`src/rtl/mrv1_tw_sync_unit.sv`:
```
// Warp-control execution unit: WSPAWN, TMC, BAR and WID ops with multi-barrier
// warp synchronisation and a registered one-cycle completion/itag return.
module mrv1_tw_sync_unit #(
  parameter int NUM_TW_P       = 8,
  parameter int NUM_THREADS_P  = 4,
  parameter int NUM_BARRIERS_P = 8,
  parameter int ITAG_WIDTH_P   = 4
) (
  input  logic                        clk_i,
  input  logic                        rst_ni,
  input  logic                        tw_ctl_req_i,
  output logic                        tw_ctl_rdy_o,
  input  logic [1:0]                  tw_ctl_opc_i,
  input  logic [$clog2(NUM_TW_P)-1:0] tw_ctl_wid_i,
  input  logic [31:0]                 tw_ctl_src0_i,
  input  logic [31:0]                 tw_ctl_src1_i,
  input  logic [ITAG_WIDTH_P-1:0]     tw_ctl_itag_i,
  output logic                        tw_ctl_done_o,
  output logic [ITAG_WIDTH_P-1:0]     tw_ctl_itag_o,
  output logic [31:0]                 tw_ctl_wb_data_o,
  output logic                        wspawn_vld_o,
  output logic [NUM_TW_P-1:0]         wspawn_wmask_o,
  output logic [31:0]                 wspawn_pc_o,
  output logic                        tmc_vld_o,
  output logic [$clog2(NUM_TW_P)-1:0] tmc_wid_o,
  output logic [NUM_THREADS_P-1:0]    tmc_tmask_o,
  output logic [NUM_TW_P-1:0]         bar_stall_o,
  output logic                        bar_release_vld_o,
  output logic [NUM_TW_P-1:0]         bar_release_mask_o,
  output logic                        bar_err_o
);

  localparam int wid_width_lp = $clog2(NUM_TW_P);
  localparam int bid_width_lp = $clog2(NUM_BARRIERS_P);

  localparam logic [1:0] OPC_WSPAWN = 2'd0;
  localparam logic [1:0] OPC_TMC    = 2'd1;
  localparam logic [1:0] OPC_BAR    = 2'd2;
  localparam logic [1:0] OPC_WID    = 2'd3;

  typedef enum logic [1:0] {ST_IDLE, ST_RESP, ST_RELEASE} state_e;

  state_e state_reg, state_next;
  logic   rst_done_reg;

  // Per-barrier bookkeeping
  logic [NUM_TW_P-1:0]     bar_mask_reg [NUM_BARRIERS_P];
  logic [wid_width_lp-1:0] bar_size_reg [NUM_BARRIERS_P];
  logic [NUM_BARRIERS_P-1:0] bar_vld_reg;

  // Registered outputs
  logic                     done_reg;
  logic [ITAG_WIDTH_P-1:0]  itag_reg;
  logic [31:0]              wb_data_reg;
  logic                     wspawn_vld_reg;
  logic [NUM_TW_P-1:0]      wspawn_wmask_reg;
  logic [31:0]              wspawn_pc_reg;
  logic                     tmc_vld_reg;
  logic [wid_width_lp-1:0]  tmc_wid_reg;
  logic [NUM_THREADS_P-1:0] tmc_tmask_reg;
  logic [NUM_TW_P-1:0]      stall_reg, stall_next;
  logic                     release_vld_reg;
  logic [NUM_TW_P-1:0]      release_mask_reg;
  logic                     err_reg;

  logic                    accept;
  logic                    op_wspawn, op_tmc, op_bar, op_wid;
  logic [NUM_TW_P-1:0]     wid_onehot;
  logic [bid_width_lp-1:0] bar_bid;
  logic [wid_width_lp-1:0] bar_size_in;
  logic [wid_width_lp-1:0] bar_eff_size;
  logic [NUM_TW_P-1:0]     bar_cur_mask;
  logic                    bar_cur_vld;
  logic [NUM_TW_P-1:0]     bar_new_mask;
  logic [wid_width_lp:0]   bar_cnt;
  logic [wid_width_lp:0]   bar_target;
  logic                    bar_dup, bar_size_mismatch, bar_complete;
  logic                    err_event;
  logic [31:0]             spawn_cnt;
  logic [NUM_TW_P-1:0]     spawn_wmask;

  assign tw_ctl_rdy_o = rst_done_reg && (state_reg != ST_RELEASE);
  assign accept       = tw_ctl_req_i && tw_ctl_rdy_o;
  assign op_wspawn    = accept && (tw_ctl_opc_i == OPC_WSPAWN);
  assign op_tmc       = accept && (tw_ctl_opc_i == OPC_TMC);
  assign op_bar       = accept && (tw_ctl_opc_i == OPC_BAR);
  assign op_wid       = accept && (tw_ctl_opc_i == OPC_WID);
  assign wid_onehot   = {{(NUM_TW_P-1){1'b0}}, 1'b1} << tw_ctl_wid_i;

  assign bar_bid      = tw_ctl_src0_i[bid_width_lp-1:0];
  assign bar_size_in  = tw_ctl_src1_i[wid_width_lp-1:0];
  assign bar_cur_mask = bar_mask_reg[bar_bid];
  assign bar_cur_vld  = bar_vld_reg[bar_bid];
  // The first arrival defines the barrier size; later arrivals cannot change it.
  assign bar_eff_size = bar_cur_vld ? bar_size_reg[bar_bid] : bar_size_in;
  assign bar_new_mask = bar_cur_mask | wid_onehot;
  assign bar_dup           = bar_cur_vld && |(bar_cur_mask & wid_onehot);
  assign bar_size_mismatch = bar_cur_vld && (bar_size_in != bar_size_reg[bar_bid]);
  assign bar_target   = {1'b0, bar_eff_size} + (wid_width_lp+1)'(1);
  assign bar_complete = op_bar && (bar_cnt == bar_target);
  assign err_event    = (accept && stall_reg[tw_ctl_wid_i]) ||
                        (op_bar && (bar_dup || bar_size_mismatch));

  always_comb begin
    bar_cnt = '0;
    for (int i = 0; i < NUM_TW_P; i++) begin
      bar_cnt = bar_cnt + (wid_width_lp+1)'(bar_new_mask[i]);
    end
  end

  // Set before clear, so a size-1 barrier never raises the stall bit.
  always_comb begin
    stall_next = stall_reg;
    if (op_bar)       stall_next = stall_next | wid_onehot;
    if (bar_complete) stall_next = stall_next & ~bar_new_mask;
  end

  always_comb begin
    if (tw_ctl_src0_i == 32'd0)                  spawn_cnt = 32'd1;
    else if (tw_ctl_src0_i > 32'(NUM_TW_P))      spawn_cnt = 32'(NUM_TW_P);
    else                                         spawn_cnt = tw_ctl_src0_i;
  end

  // Warp 0 is the spawner and is never restarted.
  for (genvar gi = 0; gi < NUM_TW_P; gi++) begin : g_spawn
    if (gi == 0) begin : g_w0
      assign spawn_wmask[gi] = 1'b0;
    end else begin : g_wn
      assign spawn_wmask[gi] = 32'(gi) < spawn_cnt;
    end
  end

  always_comb begin
    state_next = state_reg;
    case (state_reg)
      ST_RELEASE: state_next = ST_IDLE;
      default: begin
        if (!accept)           state_next = ST_IDLE;
        else if (bar_complete) state_next = ST_RELEASE;
        else                   state_next = ST_RESP;
      end
    endcase
  end

  always_ff @(posedge clk_i) begin
    if (!rst_ni) begin
      state_reg    <= ST_IDLE;
      rst_done_reg <= 1'b0;
      bar_vld_reg  <= '0;
      for (int b = 0; b < NUM_BARRIERS_P; b++) begin
        bar_mask_reg[b] <= '0;
        bar_size_reg[b] <= '0;
      end
    end else begin
      state_reg    <= state_next;
      rst_done_reg <= 1'b1;
      if (op_bar) begin
        if (bar_complete) begin
          bar_vld_reg[bar_bid]  <= 1'b0;
          bar_mask_reg[bar_bid] <= '0;
        end else begin
          bar_mask_reg[bar_bid] <= bar_new_mask;
          if (!bar_cur_vld) begin
            bar_vld_reg[bar_bid]  <= 1'b1;
            bar_size_reg[bar_bid] <= bar_size_in;
          end
        end
      end
    end
  end

  always_ff @(posedge clk_i) begin
    if (!rst_ni) begin
      done_reg         <= 1'b0;
      itag_reg         <= '0;
      wb_data_reg      <= '0;
      wspawn_vld_reg   <= 1'b0;
      wspawn_wmask_reg <= '0;
      wspawn_pc_reg    <= '0;
      tmc_vld_reg      <= 1'b0;
      tmc_wid_reg      <= '0;
      tmc_tmask_reg    <= '0;
      stall_reg        <= '0;
      release_vld_reg  <= 1'b0;
      release_mask_reg <= '0;
      err_reg          <= 1'b0;
    end else begin
      done_reg        <= accept;
      wspawn_vld_reg  <= op_wspawn;
      tmc_vld_reg     <= op_tmc;
      release_vld_reg <= bar_complete;
      wb_data_reg     <= op_wid ? 32'(tw_ctl_wid_i) : 32'd0;
      stall_reg       <= stall_next;
      if (accept) itag_reg <= tw_ctl_itag_i;
      if (op_wspawn) begin
        wspawn_wmask_reg <= spawn_wmask;
        wspawn_pc_reg    <= tw_ctl_src1_i;
      end
      if (op_tmc) begin
        tmc_wid_reg   <= tw_ctl_wid_i;
        tmc_tmask_reg <= tw_ctl_src0_i[NUM_THREADS_P-1:0];
      end
      if (bar_complete) release_mask_reg <= bar_new_mask;
      if (err_event)    err_reg <= 1'b1;
    end
  end

  assign tw_ctl_done_o      = done_reg;
  assign tw_ctl_itag_o      = itag_reg;
  assign tw_ctl_wb_data_o   = wb_data_reg;
  assign wspawn_vld_o       = wspawn_vld_reg;
  assign wspawn_wmask_o     = wspawn_wmask_reg;
  assign wspawn_pc_o        = wspawn_pc_reg;
  assign tmc_vld_o          = tmc_vld_reg;
  assign tmc_wid_o          = tmc_wid_reg;
  assign tmc_tmask_o        = tmc_tmask_reg;
  assign bar_stall_o        = stall_reg;
  assign bar_release_vld_o  = release_vld_reg;
  assign bar_release_mask_o = release_mask_reg;
  assign bar_err_o          = err_reg;

endmodule

```
`config.mk`:
```
export PLATFORM = sky130hd
export DESIGN_NAME = mrv1_tw_sync_unit
export DESIGN_NICKNAME = d
export VERILOG_FILES = /design/src/rtl/mrv1_tw_sync_unit.sv
export SDC_FILE = /design/constraint.sdc
export NUM_CORES = 1
export LEC_CHECK = 0
export CAP_MARGIN = 5
export CORE_AREA = 2 2 191 193
export CTS_BUF_LIST = sky130_fd_sc_hd__clkbuf_4 sky130_fd_sc_hd__clkbuf_8
export CTS_CLUSTER_SIZE = 14
export DETAILED_ROUTE_END_ITERATION = 12
export DIE_AREA = 0 0 193 195
export PLACE_DENSITY_LB_ADDON = 0.3
export SLEW_MARGIN = 25
export SYNTH_ARGS = -nofsm -noshare
export SYNTH_HDL_FRONTEND = slang
export SYNTH_SLANG_ARGS = --single-unit
```
`constraint.sdc`:
```
create_clock -name clk_i -period 10.6 [get_ports clk_i]
set_clock_uncertainty 0.2 [all_clocks]
set_input_delay 1.59 -clock clk_i [delete_from_list [all_inputs] [get_ports clk_i]]
set_output_delay 1.59 -clock clk_i [all_outputs]
set_load 0.005 [all_outputs]
```
; ---- After elaboration in Yosys (flattened, before gate mapping)
; Memory sizes are Yosys's and may differ from the RTL's.
; Cells that the tools add are included.
[totals]
output_inout_bits = 105
word_cells = 116
mem_bits_rw = 88
n_memories = 2
regBits = 114
[op_classes]
shifts = 1
order_cmp = 11
addsub = 8
mux = 36
n_bitwise = 11
reduce_logical = 22
n_eq_ne = 8
[memory_table]
columns = name, words, width, rd, rd_clocked_by_memory_dff, write_ports, line_no
row1 = bar_mask_reg, 8, 8, 1, 0, 8, 47  ; logic [NUM_TW_P-1:0] bar_mask_reg [NUM_BARRIERS_P];
row2 = bar_size_reg, 8, 3, 1, 0, 8, 48  ; logic [wid_width_lp-1:0] bar_size_reg [NUM_BARRIERS_P];
[op_table]
columns = cell, count
row1 = 3-bit by 32-bit less-than comparator with 1-bit output (first input constant), 4
row2 = 2-bit by 32-bit less-than comparator with 1-bit output (first input constant), 2
row3 = 32-bit two-way mux, 2
row4 = 8-bit two-way mux, 6
row5 = 32-bit by 4-bit greater-than comparator with 1-bit output (second input constant), 1
row6 = 32-bit logical NOT, 1
row7 = 1-bit by 32-bit less-than comparator with 1-bit output (first input constant), 1
row8 = 8-bit AND, 3
row9 = 8-bit bitwise OR, 3
row10 = 1-bit two-way mux, 20
row11 = 4-bit by 1-bit adder with 4-bit output, 4
row12 = 8-bit NOT, 2
row13 = 8-bit OR reduction, 2
row14 = 1-bit logical AND, 12
row15 = 3-bit two-way mux, 4
row16 = 3-bit by 4-bit less-than comparator with 1-bit output (second input constant), 2
row17 = 1-bit by 3-bit << shifter with 8-bit output (first input constant), 1
row18 = 1-bit binary-select mux with 3-bit select, 2
row19 = 2-bit equality test (second input constant), 3
row20 = 3-bit OR reduction, 2
row21 = 3-bit by 1-bit adder with 4-bit output, 1
row22 = 3-bit by 1-bit adder with 4-bit output (second input constant), 1
row23 = 4-bit equality test, 1
row24 = 2-bit AND reduction, 2
row25 = 13 further kinds, 15

; ---- Depth between registers and ports, before layout
; Gate-level depths: netlist (run 1).
[logic_depth]
ltp_word = 18
depth_mapped = 22
ltp_nobuf = 17

; ---- Least setup slack after synthesis (run 1)
; No wires, ideal clock.
[synth_path]
path_type = input port to flip-flop
from = in tw_ctl_src0_i[2]
to = mem bar_size_reg[0][0] (netlist bit), enable pin
path_slack_ps = 3434
arrival_time_ps = 6642
setup_time_ps = 324
stages = 21
required_ps = 10076
cell_sequence = buf_2 buf_2 buf_1 mux2_2 a221oi_1 o22ai_1 or2_1 fa_1 fa_1 inv_1 fa_1 inv_1 ha_1 fa_1 xnor2_1 nand2_1 mux2i_1 o211a_1 or3_1 buf_2 o21ai_1
[synth_lines]
columns = element, line_no
row1 = start: declaration, 15  ; input logic [31:0] tw_ctl_src0_i,
row2 = end: declaration, 48

==> summary.md, run 1 <==
- finished clean — status
- 17 — R2R cell count
- 0.0973 mV — Peak VDD IR
- 0.730 — Final period util
- 181 — Top-Level Pins
- 26.2% — synth-to-layout area growth
- 0 — Slew Viols, Final
- 17400 um — hpwl dp
- 38900 um — first-pass GRT wire length
- 0.136 — GR Util All Layers
- 35400 um^2 — area of the core region
- 64 — max reg flops
- 0 ns — total negative slack
- 0 — number of antenna violations at the first check in global routing
- fa_1 — cell seen most often among critical-path stages
- 69 — row cnt
- in -> reg — Worst Path Class, Setup
- nand2_1 (119), nor2_1 (102), edfxtp_1 (88) — Post-synth top cells
- tw_ctl_src0_i[1] — CP Launch Point
- 25500 um — total routed wirelength
- 0.00350 uW — Leak
- 2.38 ns — post-placement worst setup slack
- 68 — pin count of the biggest net entering global routing
- 4.63 — average vias per placed instance
- 18.0 um — routed length per placed instance
- 9870 um^2 — placed standard-cell area
- 8110 um^2 — Netlist Area Pre-Place
- bar_size_reg[6][2]$_SDFFCE_PN0P_ — RR Endpoint
- 4.66 ns — register-to-register setup slack
- yes — CTS tree
- 0.766 — routability congestion estimate
- 0.256 ns — worst hold margin
- register — category of the worst setup path capture point
- 173 — total number of clock tree sinks
- 0.0789 — fraction of layout cells with a size suffix above 1
- 12500 um — Detail Route met2 WL
- 150 — count of buffers inserted at the top-level ports
- 1530 uW — power consumption
- 88 — number of enable-type register cells in the synthesized netlist
- 195 um — y dimension of the die
- 2 — deepest clock path buffer count
- 11200 um — met1 routed wirelength after detailed routing
- bar_size_reg[6][2]$_SDFFCE_PN0P_ — capturing element of the worst setup path
- 59 — count of cell types in the netlist
- 0 — ys async rst share
- 0 — antenna-violating nets left
- 5 — total iterations of the first detailed-routing run
- reg -> reg — hold crit path type
- 826 — Synth Instances
- 7.73 ns — data arrival time of the worst path
- 0 — CTS hold repair buffers
- 0 — count of max-cap constraint violations
- 193 um — Die Wd
- 0.10 ns — clock edge transition at the registers on the reported setup and hold paths
- 6538 — total via count in the routed design
- clkdlybuf4s50_1, buf_4, mux4_2, nand2b_1, a22oi_1, nand2_1, fa_1, fa_1, inv_1, fa_1, inv_1, ha_1, fa_1, xnor2_1, nand2_1, mux2i_1, o211a_1, or3_1, o21ai_1 — list of cells traversed by the critical path
- 0.820 ns — Slew @ Worst Pin
- 3753 — filler instances
- clkdlybuf4s50_1 — cell with the biggest individual delay on the critical path
- 0.58 ns — crit-path max cell delay
- 9.82 um^2 — Avg Synthesized Cell Area
- 0.229 — starting utilization of the core area
- 7.74 ns — time the worst path needs with I/O delays and setup
- edfxtp_1 — main flop type after synthesis
- 31 — maximum net fanout on the critical path
- 0.326 — post-synth top area share
- 17 — number of buffers created by CTS
- edfxtp_1 (33%), dfxtp_1 (21%), nand2_1 (5.5%), nor2_1 (4.7%), a21oi_1 (3.8%) — largest cells by area after synthesis
- 0 — total DRC errors in the routed layout
- input pin — Startpoint Class
- 0.453 — worst slew margin relative to its limit
- 2.86 ns — worst setup slack after layout
- 0 — Setup-failing EPs final
- 0 — post-CTS setup repair buffer count
- clkbuf_8 — Root Buffer Master
- 10.59 ns — critical path required time
- 6345 — via count of the first global-routing pass
- 0.48 ns — worst-skew pair later-pin latency
- 0 — global route overflow
- edfxtp_1 — largest area contributor in the netlist
- no — unrepaired setup endpoints after global routing
- met4 — uppermost layer routed
- 0.536 — part of the Yosys area used for sequential elements
- 1023 — total number of nets in the final design
- nand2_1 — most numerous cell in the Yosys netlist
- 0 — Antenna diodes
- 0 — post-cts resize count
- 1440 um — detailed-routed wire length on met3
- 173 — synthesis-stage register bit count
- 129 MHz — fmax
- 4 — maximum level of the CTS H-tree
- bar_mask_reg[6][0]$_SDFFCE_PN0P_ — Reg2Reg Launch Point
- 149 nW/um^2 — pwr dens
- 10200 um^2 — summed area of non-filler cells in the final layout
- 486 — DRC marker count from the first detailed-route iteration
- 0 — Syn. warnings
- 0 — number of hold violations in the final report
- 37600 um^2 — area of the die
[cell type report]
cell class | count | area [um^2] | share of cell area
flip-flops and latches | 173 | 4340 | 0.424
clock buffers | 17 | 234 | 0.0229
repair buffers | 161 | 1570 | 0.154
well taps | 461 | 577 | 0.0563
multi-input cells | 576 | 3340 | 0.326
inverters | 10 | 37.5 | 0.00367
clock inverters | 14 | 133 | 0.0130
[routing by layer]
metal / global-route usage / up-vias
met5: 0 / -
met4: 0.0370 / 0
met3: 0.0275 / 21
met2: 0.225 / 220
met1: 0.181 / 3198
li1: - / 3099
[worst min-delay path by stage]
stage                            startpoint                      endpoint  slack (ns)  cells past startpoint
2_1_floorplan   tmc_tmask_o[0]$_SDFFE_PN0P_   tmc_tmask_o[0]$_SDFFE_PN0P_        0.25                      2
3_5_place_dp   wspawn_pc_o[15]$_SDFFE_PN0P_  wspawn_pc_o[15]$_SDFFE_PN0P_        0.25                      2
4_1_cts        wspawn_pc_o[15]$_SDFFE_PN0P_  wspawn_pc_o[15]$_SDFFE_PN0P_        0.26                      2
5_1_grt        wspawn_pc_o[29]$_SDFFE_PN0P_  wspawn_pc_o[29]$_SDFFE_PN0P_        0.28                      2
6_report       wspawn_pc_o[28]$_SDFFE_PN0P_  wspawn_pc_o[28]$_SDFFE_PN0P_        0.26                      2
3_3_place_gp   wspawn_pc_o[26]$_SDFFE_PN0P_  wspawn_pc_o[26]$_SDFFE_PN0P_        0.24                      2
[through the flow]
stage,utilization,cells
6_report,0.289,1412
2_1_floorplan,-,855
3_3_place_gp,0.279,1381
4_1_cts,0.289,1412
5_1_grt,0.289,1412
3_5_place_dp,0.279,1381
[critical path: cells and delay by family]
kind | cells | cell delay, ns
xor gates and xnor gates | 1 | 0.21
AOI/OAI and AO/OA | 3 | 1.03
muxes | 2 | 0.75
adders and majority gates | 5 | 2.14
and+or+nand+nor | 4 | 0.90
buffers and inverters | 4 | 1.08
[report_power, final]
part / leakage [uW] / switching (uW) / internal [uW]
clock: 0.000178 / 270 / 189
combinational: 0.00172 / 203 / 126
sequential: 0.00160 / 14.2 / 727
total: 0.00350 / 488 / 1040
[cells by family after synthesis]
kind of cell	synth area share
buf+inv	0.0674
simple gates	0.195
compound gates	0.110
mux	0.0682
flops	0.536
fa+ha+maj	0.0160
xor+xnor	0.00756
other cells	0.000462
[layout by cell type (no fill, tap or decap), types with 5 or more instances in the layout]
cell type / n
a221oi_1: 6
conb_1: 30
nor2_1: 102
nor4_1: 7
mux4_2: 12
buf_4: 11
a211oi_1: 6
nand2_1: 119
nor2b_1: 6
dfxtp_1: 85
inv_1: 8
o221a_1: 5
edfxtp_1: 88
or3_1: 5
a21oi_1: 62
o21ai_0: 21
mux2_2: 10
o21ai_1: 8
a31oi_1: 6
nor3_1: 36
mux2i_1: 17
clkbuf_8: 17
clkdlybuf4s50_1: 148
and2_1: 7
nand3_1: 42
No activity file was read; power rests on OpenSTA's default activity.
==> run 2: changes to the inputs <==
==> constraint.sdc (replaced) <==
create_clock -name clk_i -period 7.55 [get_ports clk_i]
set_clock_uncertainty 0.2 [all_clocks]
set_input_delay 1.1325 -clock clk_i [delete_from_list [all_inputs] [get_ports clk_i]]
set_output_delay 1.1325 -clock clk_i [all_outputs]
set_load 0.005 [all_outputs]
==> run 2 against run 1 <==
Register-to-register slack got worse by 2.8 ns. Design area rose by 1.3%. Utilization rose by 0.38 points.
==> summary.md, run 2 (synthesis gave the netlist of run 1 again) <==
- reg -> reg — hold crit path type, unchanged
- 0.120 mV — Peak VDD IR, was 0.0973 mV
- 0 ns — total negative slack, unchanged
- 0.68 ns — crit-path max cell delay, was 0.58 ns
- 0.469 — register share of total power, was 0.485
- 1034 — total number of nets in the final design, was 1023
- 3340 um^2 — combined area of the multi-input logic cells, about the same
- 3752 — filler instances, was 3753
- 6516 — via count of the first global-routing pass, was 6345
- 4340 um^2 — sequential cell area, unchanged
- yes — CTS tree, unchanged
- 214 nW/um^2 — pwr dens, was 149 nW/um^2
- 64 — max reg flops, unchanged
- 4.63 — average vias per placed instance, about the same
- clkdlybuf4s50_1 — cell with the biggest individual delay on the critical path, unchanged
- 25400 um — total routed wirelength, was 25500 um
- 68 — pin count of the biggest net entering global routing, unchanged
- 35400 um^2 — area of the core region, unchanged
- 0 — global route overflow, unchanged
- 0.824 — routability congestion estimate, was 0.766
- input pin — Startpoint Class, unchanged
- 27.9% — synth-to-layout area growth, was 26.2%
- clkdlybuf4s50_1, buf_4, nand2_1, nor2_1, a22oi_1, nand2_1, fa_1, fa_1, inv_1, fa_1, inv_1, ha_1, fa_1, xnor2_1, nand2_1, mux2i_1, o211a_1, or3_1, o21ai_1 — list of cells traversed by the critical path, was clkdlybuf4s50_1, buf_4, mux4_2, nand2b_1, a22oi_1, nand2_1, fa_1, fa_1, inv_1, fa_1, inv_1, ha_1, fa_1, xnor2_1, nand2_1, mux2i_1, o211a_1, or3_1, o21ai_1
- 37600 um^2 — area of the die, unchanged
- 173 — total number of clock tree sinks, unchanged
- in -> reg — Worst Path Class, Setup, unchanged
- 195 um — y dimension of the die, unchanged
- 2 — deepest clock path buffer count, unchanged
- 0.49 ns — worst-skew pair later-pin latency, was 0.48 ns
- clkbuf_8 — Root Buffer Master, unchanged
- no — unrepaired setup endpoints after global routing, unchanged
- 0.229 — starting utilization of the core area, unchanged
- 17.8 um — routed length per placed instance, was 18.0 um
- 4 — worst path buffer plus inverter count, unchanged
- 0 — count of max-cap constraint violations, unchanged
- 193 um — Die Wd, unchanged
- 0.872 — Final period util
- 0 — Slew Viols, Final, unchanged
- 38900 um — first-pass GRT wire length, about the same
- 7.51 ns — critical path required time, was 10.59 ns
- register — category of the worst setup path capture point, unchanged
- fa_1 — cell seen most often among critical-path stages, unchanged
- 0.488 ns — post-placement worst setup slack, was 2.38 ns
- 0 — Setup-failing EPs final, unchanged
- 0.136 — GR Util All Layers, about the same
- 0 — post-cts resize count, unchanged
- 0 — total DRC errors in the routed layout, unchanged
- 0 — antenna-violating nets left, unchanged
- 12 — maximum net fanout on the critical path, was 31
- 0.0924 — fraction of layout cells with a size suffix above 1, was 0.0789
- 181 — Top-Level Pins, unchanged
- clkdlybuf4s50_1 (148), nand2_1 (119), nor2_1 (102) — commonest non-fill, non-tap cells in the layout, unchanged
- 461 — DRC marker count from the first detailed-route iteration, was 486
- 18 — R2R cell count, was 17
- 0 — number of hold violations in the final report, unchanged
- 4 — maximum level of the CTS H-tree, unchanged
- 0.441 — worst slew margin relative to its limit, was 0.453
- 0.318 — relative contribution of the clock network to total power, was 0.300
- 0 — post-CTS setup repair buffer count, unchanged
- 17 — number of buffers created by CTS, unchanged
- 0 — CTS hold repair buffers, unchanged
- 6593 — total via count in the routed design, was 6538
- 17800 um — hpwl dp, was 17400 um
- 69 — row cnt, unchanged
- 0.213 — combinational group share of total power, was 0.215
- 6.54 ns — data arrival time of the worst path, was 7.73 ns
- 150 — count of buffers inserted at the top-level ports, unchanged
- finished clean — status, unchanged
- 152 MHz — fmax
- adder cells — top cell family by delay on the critical path, unchanged
- 0.315 — net switching fraction of the power, was 0.319
- 2 — Min-Delay Path Depth, unchanged
- 0.969 ns — worst setup slack after layout, was 2.86 ns
- clkdlybuf4s50_1 — commonest non-fill, non-tap cell in the layout, unchanged
- 0.00359 uW — Leak, was 0.00350 uW
- 5 — total iterations of the first detailed-routing run, unchanged
- 19 — number of cells on the critical path, unchanged
- 0 — Antenna diodes, unchanged
- 0 — number of antenna violations at the first check in global routing, unchanged
- 699 uW — Switch Pwr, was 488 uW
- 6.58 ns — time the worst path needs with I/O delays and setup
- 0.838 ns — Slew @ Worst Pin, was 0.820 ns
- 1520 uW — Internal Power, was 1040 uW
- 0.10 ns — clock edge transition at the registers on the reported setup and hold paths, about the same
## run 2: changes by cell type in the layout (fill, tap and decap cells not counted)
cell | previous run | this run
buf_4 | 11 | 22
inv_8 | 2 | 6
clkinvlp_4 | 2 | 0
bufinv_16 | 1 | 2
clkinv_1 | 2 | 1
clkinvlp_2 | 1 | 0
or3_1 | 5 | 4
or3_2 | 0 | 1
## run 2: final timing paths
kind	slack (ns)	endpoint	start
worst max-delay path	0.97	bar_size_reg[2][0]$_SDFFCE_PN0P_	tw_ctl_src0_i[1]
worst min-delay path	0.26	wspawn_pc_o[27]$_SDFFE_PN0P_	wspawn_pc_o[27]$_SDFFE_PN0P_
worst max register to register	1.89	bar_size_reg[2][0]$_SDFFCE_PN0P_	bar_mask_reg[5][3]$_SDFFCE_PN0P_
worst min register to register	0.26	wspawn_pc_o[27]$_SDFFE_PN0P_	wspawn_pc_o[27]$_SDFFE_PN0P_
## run 2: layout make-up
| cell class | instances | area share |
|---|---|---|
| flip-flops and latches | 173 | 0.419 |
| multi-input cells | 576 | 0.322 |
| repair buffers | 172 | 0.160 |
| well taps | 461 | 0.0556 |
| clock buffers | 17 | 0.0226 |
| clock inverters | 15 | 0.0177 |
| inverters | 10 | 0.00362 |
## run 2: metrics by stage
stage	power, uW	hold WS [ns]	utilization	cells	instance area [um^2]
detailed placement	1540	0.245	0.281	1392	9960
global route	2330	0.280	0.293	1424	10400
CTS	2240	0.260	0.293	1424	10400
floorplan	1350	0.253	-	855	8220
finish	2220	0.256	0.293	1424	10400
global placement	1530	0.241	0.281	1392	9950
## run 2: worst min-delay path: cells and delay by family, from the launching register on
| kind | cells | cell delay, ns |
|---|---|---|
| flip-flops | 1 | 0.32 |
| AND/OR/NAND/NOR | 1 | 0.05 |
| AO/OA/AOI/OAI | 1 | 0.05 |
## run 2: power groups by stage
stage               clock network [uW]  registers, uW  logic [uW]
CTS                                723           1040         477
detailed placement                   0           1060         472
floorplan                            0           1060         296
finish                             708           1040         473
global placement                     0           1060         471
global route                       763           1050         518
## run 2: layer usage
metal | GRT usage | vias to the layer above | wire length, um
met5 | 0 | - | 0
met4 | 0.0370 | 0 | 398
met3 | 0.0253 | 25 | 1220
met2 | 0.227 | 212 | 12700
met1 | 0.179 | 3234 | 11100
li1 | - | 3122 | -
==> run 3: changes to the inputs <==
--- a/config.mk
+++ b/config.mk
@@ -12,7 +12,7 @@
 export DETAILED_ROUTE_END_ITERATION = 12
 export DIE_AREA = 0 0 193 195
 export PLACE_DENSITY_LB_ADDON = 0.3
-export SLEW_MARGIN = 25
+export SLEW_MARGIN = 30
 export SYNTH_ARGS = -nofsm -noshare
 export SYNTH_HDL_FRONTEND = slang
 export SYNTH_SLANG_ARGS = --single-unit
==> results of run 3 <==
No change in the layout: final DEF, timing and power equal those of run 2.
==> edit (config.mk and constraints of run 1) <==
Set the parameter `NUM_THREADS_P` to 8 (it was 4).
--- a/src/rtl/mrv1_tw_sync_unit.sv
+++ b/src/rtl/mrv1_tw_sync_unit.sv
@@ -3,5 +3,5 @@
 module mrv1_tw_sync_unit #(
   parameter int NUM_TW_P       = 8,
-  parameter int NUM_THREADS_P  = 4,
+  parameter int NUM_THREADS_P  = 8,
   parameter int NUM_BARRIERS_P = 8,
   parameter int ITAG_WIDTH_P   = 4
Ports: changed (resized tmc_tmask_o); port bits go from 181 to 185. The function was not compared with the original's and may differ.
==> edit against run 1 <==
- hold slack gained 0.00085 ns
- area after synthesis is 4.7% higher
- power increased by 11%
- die area unchanged
- sequential share of layout area down 1.2 points
- sequential cell count is 4 higher
- highest routed layer is now met5
- routed wire length grew 2.5%
- setup slack worse by 0.70 ns
- fmax fell by 8.3%
- non-clock buffer count grew 7
- count of clock-buffer cells in the layout stayed put
- largest power group unchanged
- final area grew 4.7%
==> edit: results (changes against run 1) <==
The commonest cells after synthesis are sky130_fd_sc_hd__nand2_1 (113), sky130_fd_sc_hd__dfxtp_1 (89), sky130_fd_sc_hd__edfxtp_1 (88), sky130_fd_sc_hd__nor3_1 (73), sky130_fd_sc_hd__nor2_1 (66). The number of buffers inserted by port buffering came out at 154 (+2.7%). The total detailed-routing wirelength came out at 26.12 mm (+2.5%). The number of placed instances, taps included came out at 1,404 (+1.7%). The final critical-path share of the clock period came out at 79.66% (+6.6 points). The highest metal layer with signal wires is met5.

The longest individual stage delay on the worst path is 1.07 ns (+0.49 ns). The weighted congestion at the end of routability-driven global placement came out at 0.8265 (+8.0%). The register-to-register path setup slack was 4.15 ns (-0.51 ns). The signal arrival time at the worst endpoint came out at 8.43 ns (+0.70 ns). The final-stage net count came out at 1,046 (+2.2%).

In this run the critical register-to-register path is captured at bar_mask_reg[3][2]. The post-route met1 wirelength is 11.85 mm (+5.7%). The number of distinct standard cells referenced by the synthesized netlist came out at 65 (+10%). The worst max-slew margin expressed relative to the limit came out at 33.01% (-12 points). The post-synthesis average cell area came out at 10.12 sq um (+3.1%). The combined global-route utilization of all metal layers is 13.79% (+0.16 points). Broken down by cell family, the worst path's largest delay share belongs to adder cells. The internal power consumption is 1.106 mW (+6.2%). In this run the most critical hold path is launched from wspawn_pc_o[17].

After synthesis, the cell types taking the most area are sky130_fd_sc_hd__edfxtp_1 (31%), sky130_fd_sc_hd__dfxtp_1 (21%), sky130_fd_sc_hd__mux2i_1 (5.2%). Tracing the worst setup path back leads to its startpoint at tw_ctl_src0_i[0]. The startpoint identified for the worst register-to-register timing path is bar_mask_reg[3][1].

The met2 routing resource usage after global routing came out at 21.94% (-0.56 points). The setup slack after placement came out at 1.664 ns (-0.7141 ns). The run finished with clean final reports. The register area share after synthesis is 52.10% (-1.5 points). The first-pass GRT wire length is 39.58 mm (+1.6%).

The static leakage power is 3.715 nW (+6.3%). The worst IR drop on VDD came out at 0.2163 mV (+120%). The amount of wire on met3 after detailed routing came out at 1.489 mm (+3.8%). The via count of the first global-routing pass came out at 6,549 (+3.2%).

The number of antenna violations at the first check in global routing came out at 1 (+1). In the synthesized netlist the dominant register cell turns out to be sky130_fd_sc_hd__dfxtp_1. The fraction of layout cells with a size suffix above 1 came to 9.128% (+1.2 points). The critical-path maximum fanout came out at 82 (+160%). The routed via count divided by cell count is 4.650 (+0.43%). The area after detailed placement is 0.01029 sq mm (+4.3%).

The iteration-0 DRC count of the detailed router is 498 (+2.5%). The global-route track usage on met1 is 18.81% (+0.74 points). The path depth of the worst reg2reg path is 18 (+1).
edit: changes by cell type after synthesis, sizes merged, moves of 7 or more:
cell,before,now
nor2,102,66
nand2b,3,15
nand3,43,7
nor3,37,73
mux2i,17,45
inv,10,17
edit: layout make-up:
class,instances,area [sq um]
clock inverter,15,192.7
timing repair buffer,168,1637
inverter,17,63.81
sequential,177,4424
clock buffer,17,234.0
tap,461,576.8
fill,3693,24680
multi-input combinational,581,3592
edit: worst min path at each step:
| stage | end | slack, ns | depth (start not counted) |
|---|---|---|---|
| after floorplan | bar_release_mask_o[0] | 0.25 | 2 |
| after global placement | wspawn_pc_o[13] | 0.24 | 2 |
| after detailed placement | wspawn_pc_o[17] | 0.25 | 2 |
| after CTS | wspawn_pc_o[17] | 0.26 | 2 |
| after global routing | wspawn_pc_o[29] | 0.28 | 2 |
| final | wspawn_pc_o[17] | 0.26 | 2 |
edit: power groups by stage:
| stage | Clock [mW] | Combinational [mW] | Sequential [mW] |
|---|---|---|---|
| final | 0.508 | 0.432 | 0.758 |
| after global routing | 0.547 | 0.473 | 0.762 |
| after CTS | 0.522 | 0.435 | 0.758 |
| after detailed placement | 0 | 0.434 | 0.774 |
| after global placement | 0 | 0.431 | 0.773 |
| after floorplan | 0 | 0.351 | 0.770 |
edit: cells by family after synthesis:
| logic type | count (synthesis) | synth area share (%) |
|---|---|---|
| multiplexers | 59 | 8.457 |
| AO/OA/AOI/OAI | 148 | 11.61 |
| buffers and inverters | 110 | 7.131 |
| flip-flops | 177 | 52.10 |
| other | 1 | 0.04416 |
| XOR/XNOR | 8 | 0.9872 |
| adder cells (fa/ha/maj) | 8 | 1.532 |
| AND/OR/NAND/NOR | 328 | 18.14 |
